[src/rtl/mmio_led_pwm_if.sv]
// mmio_led_pwm_if: core MMIO output bus (address + data) snooped by the LED PWM block
interface mmio_led_pwm_if;
  logic [15:0] mmio_out_addr;
  logic [7:0]  mmio_out;
  modport master (output mmio_out_addr, output mmio_out);
  modport slave  (input mmio_out_addr, input mmio_out);
endinterface

[src/rtl/mmio_led_pwm.sv]
// mmio_led_pwm: MMIO-snooping multi-channel LED driver with 8-bit PWM and static/blink/one-shot modes
module mmio_led_pwm #(
  parameter int          CHANNELS   = 6,
  parameter logic [15:0] BASE_ADDR  = 16'hF000,
  parameter int          PRESCALE   = 105,
  parameter bit          ACTIVE_LOW = 1'b1
) (
  input  logic                clock,
  input  logic                reset,
  mmio_led_pwm_if.slave       bus,
  output logic [CHANNELS-1:0] led
);
  localparam int PW = PRESCALE > 1 ? $clog2(PRESCALE) : 1;
  logic [PW-1:0]       presc;
  logic [7:0]          pwm_cnt;
  logic [15:0]         frame_cnt;
  logic                enable;
  logic                step, period_end, bus_live, ctrl_wr;
  logic [CHANNELS-1:0] lit;
  assign step       = presc == PW'(PRESCALE - 1);
  assign period_end = step && pwm_cnt == 8'hFF;
  assign bus_live   = bus.mmio_out_addr != 16'h0000;
  assign ctrl_wr    = bus_live && bus.mmio_out_addr == BASE_ADDR + 16'(2 * CHANNELS);
  always_ff @(posedge clock or posedge reset) begin
    if (reset) begin
      presc     <= '0;
      pwm_cnt   <= '0;
      frame_cnt <= '0;
      enable    <= 1'b1;
      led       <= {CHANNELS{ACTIVE_LOW}};
    end else begin
      presc     <= step ? '0 : presc + 1'b1;
      pwm_cnt   <= step ? pwm_cnt + 8'd1 : pwm_cnt;
      frame_cnt <= period_end ? frame_cnt + 16'd1 : frame_cnt;
      enable    <= ctrl_wr ? bus.mmio_out[0] : enable;
      led       <= lit ^ {CHANNELS{ACTIVE_LOW}};
    end
  end
  for (genvar k = 0; k < CHANNELS; k++) begin : g_ch
    logic [7:0]  duty, active_duty;
    logic [4:0]  mode;
    logic [15:0] timer;
    logic        duty_wr, mode_wr, gate, pwm_on;
    assign duty_wr = bus_live && bus.mmio_out_addr == BASE_ADDR + 16'(2 * k);
    assign mode_wr = bus_live && bus.mmio_out_addr == BASE_ADDR + 16'(2 * k + 1);
    // active_duty samples the pre-write DUTY on a coincident period end
    always_ff @(posedge clock or posedge reset) begin
      if (reset) begin
        duty        <= '0;
        mode        <= '0;
        active_duty <= '0;
        timer       <= '0;
      end else begin
        duty        <= duty_wr ? bus.mmio_out : duty;
        mode        <= mode_wr ? bus.mmio_out[4:0] : mode;
        active_duty <= period_end ? duty : active_duty;
        if (mode_wr)
          timer <= bus.mmio_out[1:0] == 2'b10 ? 16'd8 << bus.mmio_out[4:2] : 16'd0;
        else if (period_end && timer != 16'd0)
          timer <= timer - 16'd1;
      end
    end
    always_comb begin
      pwm_on = active_duty == 8'hFF || pwm_cnt < active_duty;
      gate   = mode[1:0] == 2'b01 ? frame_cnt[{1'b0, mode[4:2]} + 4'd3] :
               mode[1:0] == 2'b10 ? timer != 16'd0 : 1'b1;
    end
    assign lit[k] = pwm_on && gate && enable;
  end
endmodule

[src/flat_wrapper.sv]
// flat-port wrapper written by rule: the top's interface ports become plain ports
module mmio_led_pwm_flat 
#(
  parameter int          CHANNELS   = 6,
  parameter logic [15:0] BASE_ADDR  = 16'hF000,
  parameter int          PRESCALE   = 105,
  parameter bit          ACTIVE_LOW = 1'b1
)
  (clock, reset, led, bus_mmio_out_addr, bus_mmio_out);
  mmio_led_pwm_if bus_i ();
  input  logic clock;
  input  logic reset;
  output logic [CHANNELS-1:0] led;
  input wire logic [$bits(bus_i.mmio_out_addr)-1:0] bus_mmio_out_addr;
  input wire logic [$bits(bus_i.mmio_out)-1:0] bus_mmio_out;
  assign bus_i.mmio_out_addr = bus_mmio_out_addr;
  assign bus_i.mmio_out = bus_mmio_out;
  mmio_led_pwm #(.CHANNELS(CHANNELS), .BASE_ADDR(BASE_ADDR), .PRESCALE(PRESCALE), .ACTIVE_LOW(ACTIVE_LOW)) u_core (.clock(clock), .reset(reset), .bus(bus_i), .led(led));
endmodule
[config.mk]
export PLATFORM = sky130hd
export DESIGN_NAME = mmio_led_pwm_flat
export DESIGN_NICKNAME = d
export VERILOG_FILES = /design/src/rtl/mmio_led_pwm_if.sv /design/src/rtl/mmio_led_pwm.sv /design/src/flat_wrapper.sv
export SDC_FILE = /design/constraint.sdc
export NUM_CORES = 1
export LEC_CHECK = 0
export BUFFER_PORTS_ARGS = -buffer_cell sky130_fd_sc_hd__buf_2
export CORE_MARGIN = 1
export CORE_UTILIZATION = 57
export DETAILED_ROUTE_END_ITERATION = 16
export PLACE_DENSITY = 0.77
export SYNTH_ARGS = -nofsm -noshare
export SYNTH_HDL_FRONTEND = slang
export SYNTH_SLANG_ARGS = --single-unit
[constraint.sdc]
create_clock -name clock -period 9.05 [get_ports clock]
set_input_delay 1.81 -clock clock [delete_from_list [all_inputs] [get_ports clock]]
set_output_delay 1.81 -clock clock [all_outputs]
set_load 0.1 [all_outputs]
==> results by stage <==
Routing:
- The post-detailed-route DRC marker count is 0.
- The via total after detailed routing is 10300.
- For this block, the initial DRC count from the detailed router was 801.
- Using the TritonRoute via totals, the vias-per-cell ratio works out to 5.94.
- In this run the remaining antenna-violating nets after routing total 0.
- In the final routed layout, each cell accounts on average for 18.7 um.
- The first-pass detailed-route iteration total is 5.
- The wire length after detailed routing is 32.5 mm.

Outcome:
- The flow ran to the end, and the final reports show no timing, DRC or antenna violations.

Global routing:
- The overall global routing resource usage is 0.264.
- The number of global-route vias before repair is 10600.
- The leftover overflow at the end of global routing is 0.
- The number of antenna violations at the first check in global routing is 0.
- The first global-routing pass estimated 53.9 mm of wire.
- The pin count of the biggest net entering global routing is 102.

Yosys:
- The synthesized net count is 1485.
- The most common cell in the netlist is sky130_fd_sc_hd__dfrtp_1.
- Synthesis inferred 260 register bits.
- The register area share after synthesis is 0.465.
- Counting flops with an async set or reset pin after synthesis yields a share of 1.00.
- The average cell area after synthesis is 10.0 um2.
- The cell area that synthesis handed to floorplanning was 14000 um2.
- The leading register cell type out of synthesis is sky130_fd_sc_hd__dfrtp_1.
- By count the netlist is led by sky130_fd_sc_hd__dfrtp_1 (253), sky130_fd_sc_hd__nand2_1 (158), sky130_fd_sc_hd__o21ai_0 (104).
- The Yosys warning count is 0.
- By area the synthesized netlist is led by sky130_fd_sc_hd__dfrtp_1 (45%), sky130_fd_sc_hd__mux2_2 (6.1%), sky130_fd_sc_hd__ha_1 (5.7%).
- The cell type with the highest aggregate area in the netlist is sky130_fd_sc_hd__dfrtp_1.
- The fraction of post-synthesis cell area in the top cell type by area is 0.452.
- After synthesis, the netlist uses 64 different library cells.
- The number of instances in the synthesized netlist is 1395.
- The number of flops mapped to enable cells by yosys is 0.

CTS:
- The total of cells resized after clock tree synthesis is 0.
- TritonCTS built the clock tree.
- The maximum root-to-sink buffer count is 3.
- The number of clock sinks is 260.
- In this run the number of H-tree levels came out at 1.
- The count of hold-fix buffers inserted at cts is 0.
- For the worst-skew pair, the clock arrives at the later sink with an insertion delay of 0.54 ns.
- The root cell of the clock tree is sky130_fd_sc_hd__clkbuf_16.
- The total CTS buffers is 28.
- The buffers inserted during post-CTS setup optimization is 0.
- The clock slew seen by the registers of the worst setup and hold paths is 0.06 ns.

Die:
- Row generation in the floorplan step produced 57 rows.
- The initial utilization of the core area, before any placement, comes to 0.578.
- The floorplan die height is 159 um.
- The floorplan core area is 24200 um2.
- The die covers 25200 um2.
- The x dimension of the die is 159 um.
- The count of pins on the block boundary is 32.

Cells and area:
- The multi-input combinational cells in the finished layout cover a total of 6950 um2.
- The area taken by flip-flops and latches is 6520 um2.
- 0 antenna diodes ended up in the layout.
- From synthesis to final layout, the design area changed by 9.53%.
- For this run, the share of the core covered by cells in the final layout is 0.633.
- The fill cell instance count of the final layout is 1944.
- The fraction of layout instances using a drive strength above 1 is 0.154.
- The net count of the finished layout is 1486.
- The area of all placed cells without fillers is 15400 um2.

Setup path:
- STA classifies the critical path endpoint as a register.
- The highest fanout seen on the critical path is 13.
- For the worst setup path, the data required time is 9.47 ns.
- The setup path with the least slack is of type primary input to register.
- The arrival time at the worst endpoint is 4.35 ns.
- STA classifies the critical path startpoint as a primary input.

Pwr:
- The worst-case IR drop observed on VDD is 0.118 mV.
- In this run the power density over the cells is 154 nW/um2.
- For this design the static power due to leakage is 6.25 nW.

STA:
- At the pin with the least slew margin, the transition time is 1.08 ns.
- Setup violations remaining at the end of the flow were counted as 0.
- The total negative slack is 0 ns.
- The number of hold-slack violations in the final timing report is 0.
- Of the available clock period, the critical path in the final layout requires 0.434.
- The peak clock frequency supported by timing is 0.255 GHz.
- The count of final max-slew check failures is 0.
- The smallest clock period supported by the final layout is computed as 3.93 ns.
- The worst path meets setup with 5.12 ns of slack.
- The clock arrives with 0.00985 ns of skew.
- Measured against its own limit, the worst slew margin works out to 0.277.
- Setup repair after global routing left no endpoint under its margin.

Placed design:
- The weighted congestion at the end of routability-driven global placement is 0.851.
- OpenSTA, run right after detailed placement, puts the worst setup slack at 4.55 ns.
- Input and output buffers added on the ports amount to 31.
- The instance area after placement is 14400 um2.
- The sum of net half-perimeters after detailed placement is 21.1 mm.

Worst hold path:
- The path category of the worst min-delay check is register to register.

Flow run:
- Max-cap violations in this run came to 0.
==> cells in the final DEF (no fill, tap or decap), types with 27 or more instances in the layout <==
master,netlist,routed
sky130_fd_sc_hd__mux2_2,76,76
sky130_fd_sc_hd__inv_1,79,78
sky130_fd_sc_hd__nor3_1,52,47
sky130_fd_sc_hd__nand4_1,30,30
sky130_fd_sc_hd__dfrtp_1,253,253
sky130_fd_sc_hd__xor2_1,28,28
sky130_fd_sc_hd__a21oi_1,27,27
sky130_fd_sc_hd__nor2_1,93,93
sky130_fd_sc_hd__xnor2_1,85,85
sky130_fd_sc_hd__ha_1,64,64
sky130_fd_sc_hd__nor4_1,31,29
sky130_fd_sc_hd__o21ai_0,104,104
sky130_fd_sc_hd__clkbuf_16,0,29
sky130_fd_sc_hd__nand3_1,28,28
sky130_fd_sc_hd__buf_2,5,31
sky130_fd_sc_hd__nand2_1,158,158
==> per-stage QoR <==
step | instances | hold WS, ns | total power, mW
after CTS | 1739 | 0.472 | 2.38
final | 1739 | 0.471 | 2.36
after floorplan | 1395 | 0.435 | 1.21
after detailed placement | 1690 | 0.457 | 1.24
after global routing | 1739 | 0.496 | 2.43
after global placement | 1690 | 0.449 | 1.24
==> per-layer routing <==
layer,up-vias,wire length [um],GRT usage
met5,-,0,0
met3,69,1480,0.0316
met4,0,961,0.0905
li1,4877,-,-
met2,263,15800,0.443
met1,5125,14200,0.354
==> registers in the layout, indices dropped and copies added (netlist names) <==
| signal | cells |
|---|---|
| u_core.g_ch.timer | 96 |
| u_core.pwm_cnt | 8 |
| u_core.frame_cnt | 16 |
| u_core.enable | 1 |
| u_core.presc | 7 |
| u_core.g_ch.active_duty | 48 |
| u_core.g_ch.mode | 30 |
| u_core.g_ch.duty | 48 |
| u_core.led | 6 |
==> worst max-delay path, cell delays in order <==
cell and delay [ns]:
sky130_fd_sc_hd__buf_2 0.10, sky130_fd_sc_hd__nor4b_1 0.28, sky130_fd_sc_hd__nand3_1 0.79, sky130_fd_sc_hd__nor4_2 0.94
sky130_fd_sc_hd__mux2_2 0.42
==> where the power goes <==
| group | leakage (nW) | internal, mW | switching (mW) |
|---|---|---|---|
| Combinational | 2.75 | 0.00776 | 0.0433 |
| Clock | 0.457 | 0.682 | 0.461 |
| Sequential | 3.05 | 1.16 | 0.000768 |
==> cells by family (layout without fill, tap and decap cells) <==
kind of cell	after synthesis	in the layout	share of synthesized area
multiplexers	113	113	0.100
flip-flops	260	260	0.465
XOR/XNOR	113	113	0.0706
AND/OR/NAND/NOR	501	501	0.185
buffers and inverters	152	172	0.0428
AO/OA/AOI/OAI	192	192	0.0798
adder cells (fa/ha/maj)	64	64	0.0571
==> final timing paths <==
| path | startpoint | to | slack (ns) | cells past startpoint |
|---|---|---|---|---|
| worst min-delay path | u_core.g_ch[5].duty[0] | u_core.g_ch[5].active_duty[0] | 0.47 | 2 |
| worst min register to register | u_core.g_ch[5].duty[0] | u_core.g_ch[5].active_duty[0] | 0.47 | 2 |
| worst max register to register | u_core.pwm_cnt[1] | u_core.frame_cnt[13] | 5.77 | 9 |
| min in group asynchronous | reset | u_core.presc[2] | 1.39 | 2 |
| max in group asynchronous | reset | u_core.g_ch[1].mode[3] | 6.15 | 3 |
| worst max-delay path | bus_mmio_out_addr[6] | u_core.g_ch[2].duty[7] | 5.12 | 5 |
==> area by class of cell <==
type / instances / share of cell area
clock buffers: 40 / 0.0532
clock inverters: 9 / 0.00668
inverters: 79 / 0.0198
multi-input cells: 983 / 0.453
flip-flops and latches: 260 / 0.424
well taps: 324 / 0.0264
repair buffers: 44 / 0.0165
Power figures use the tool's default switching activity.
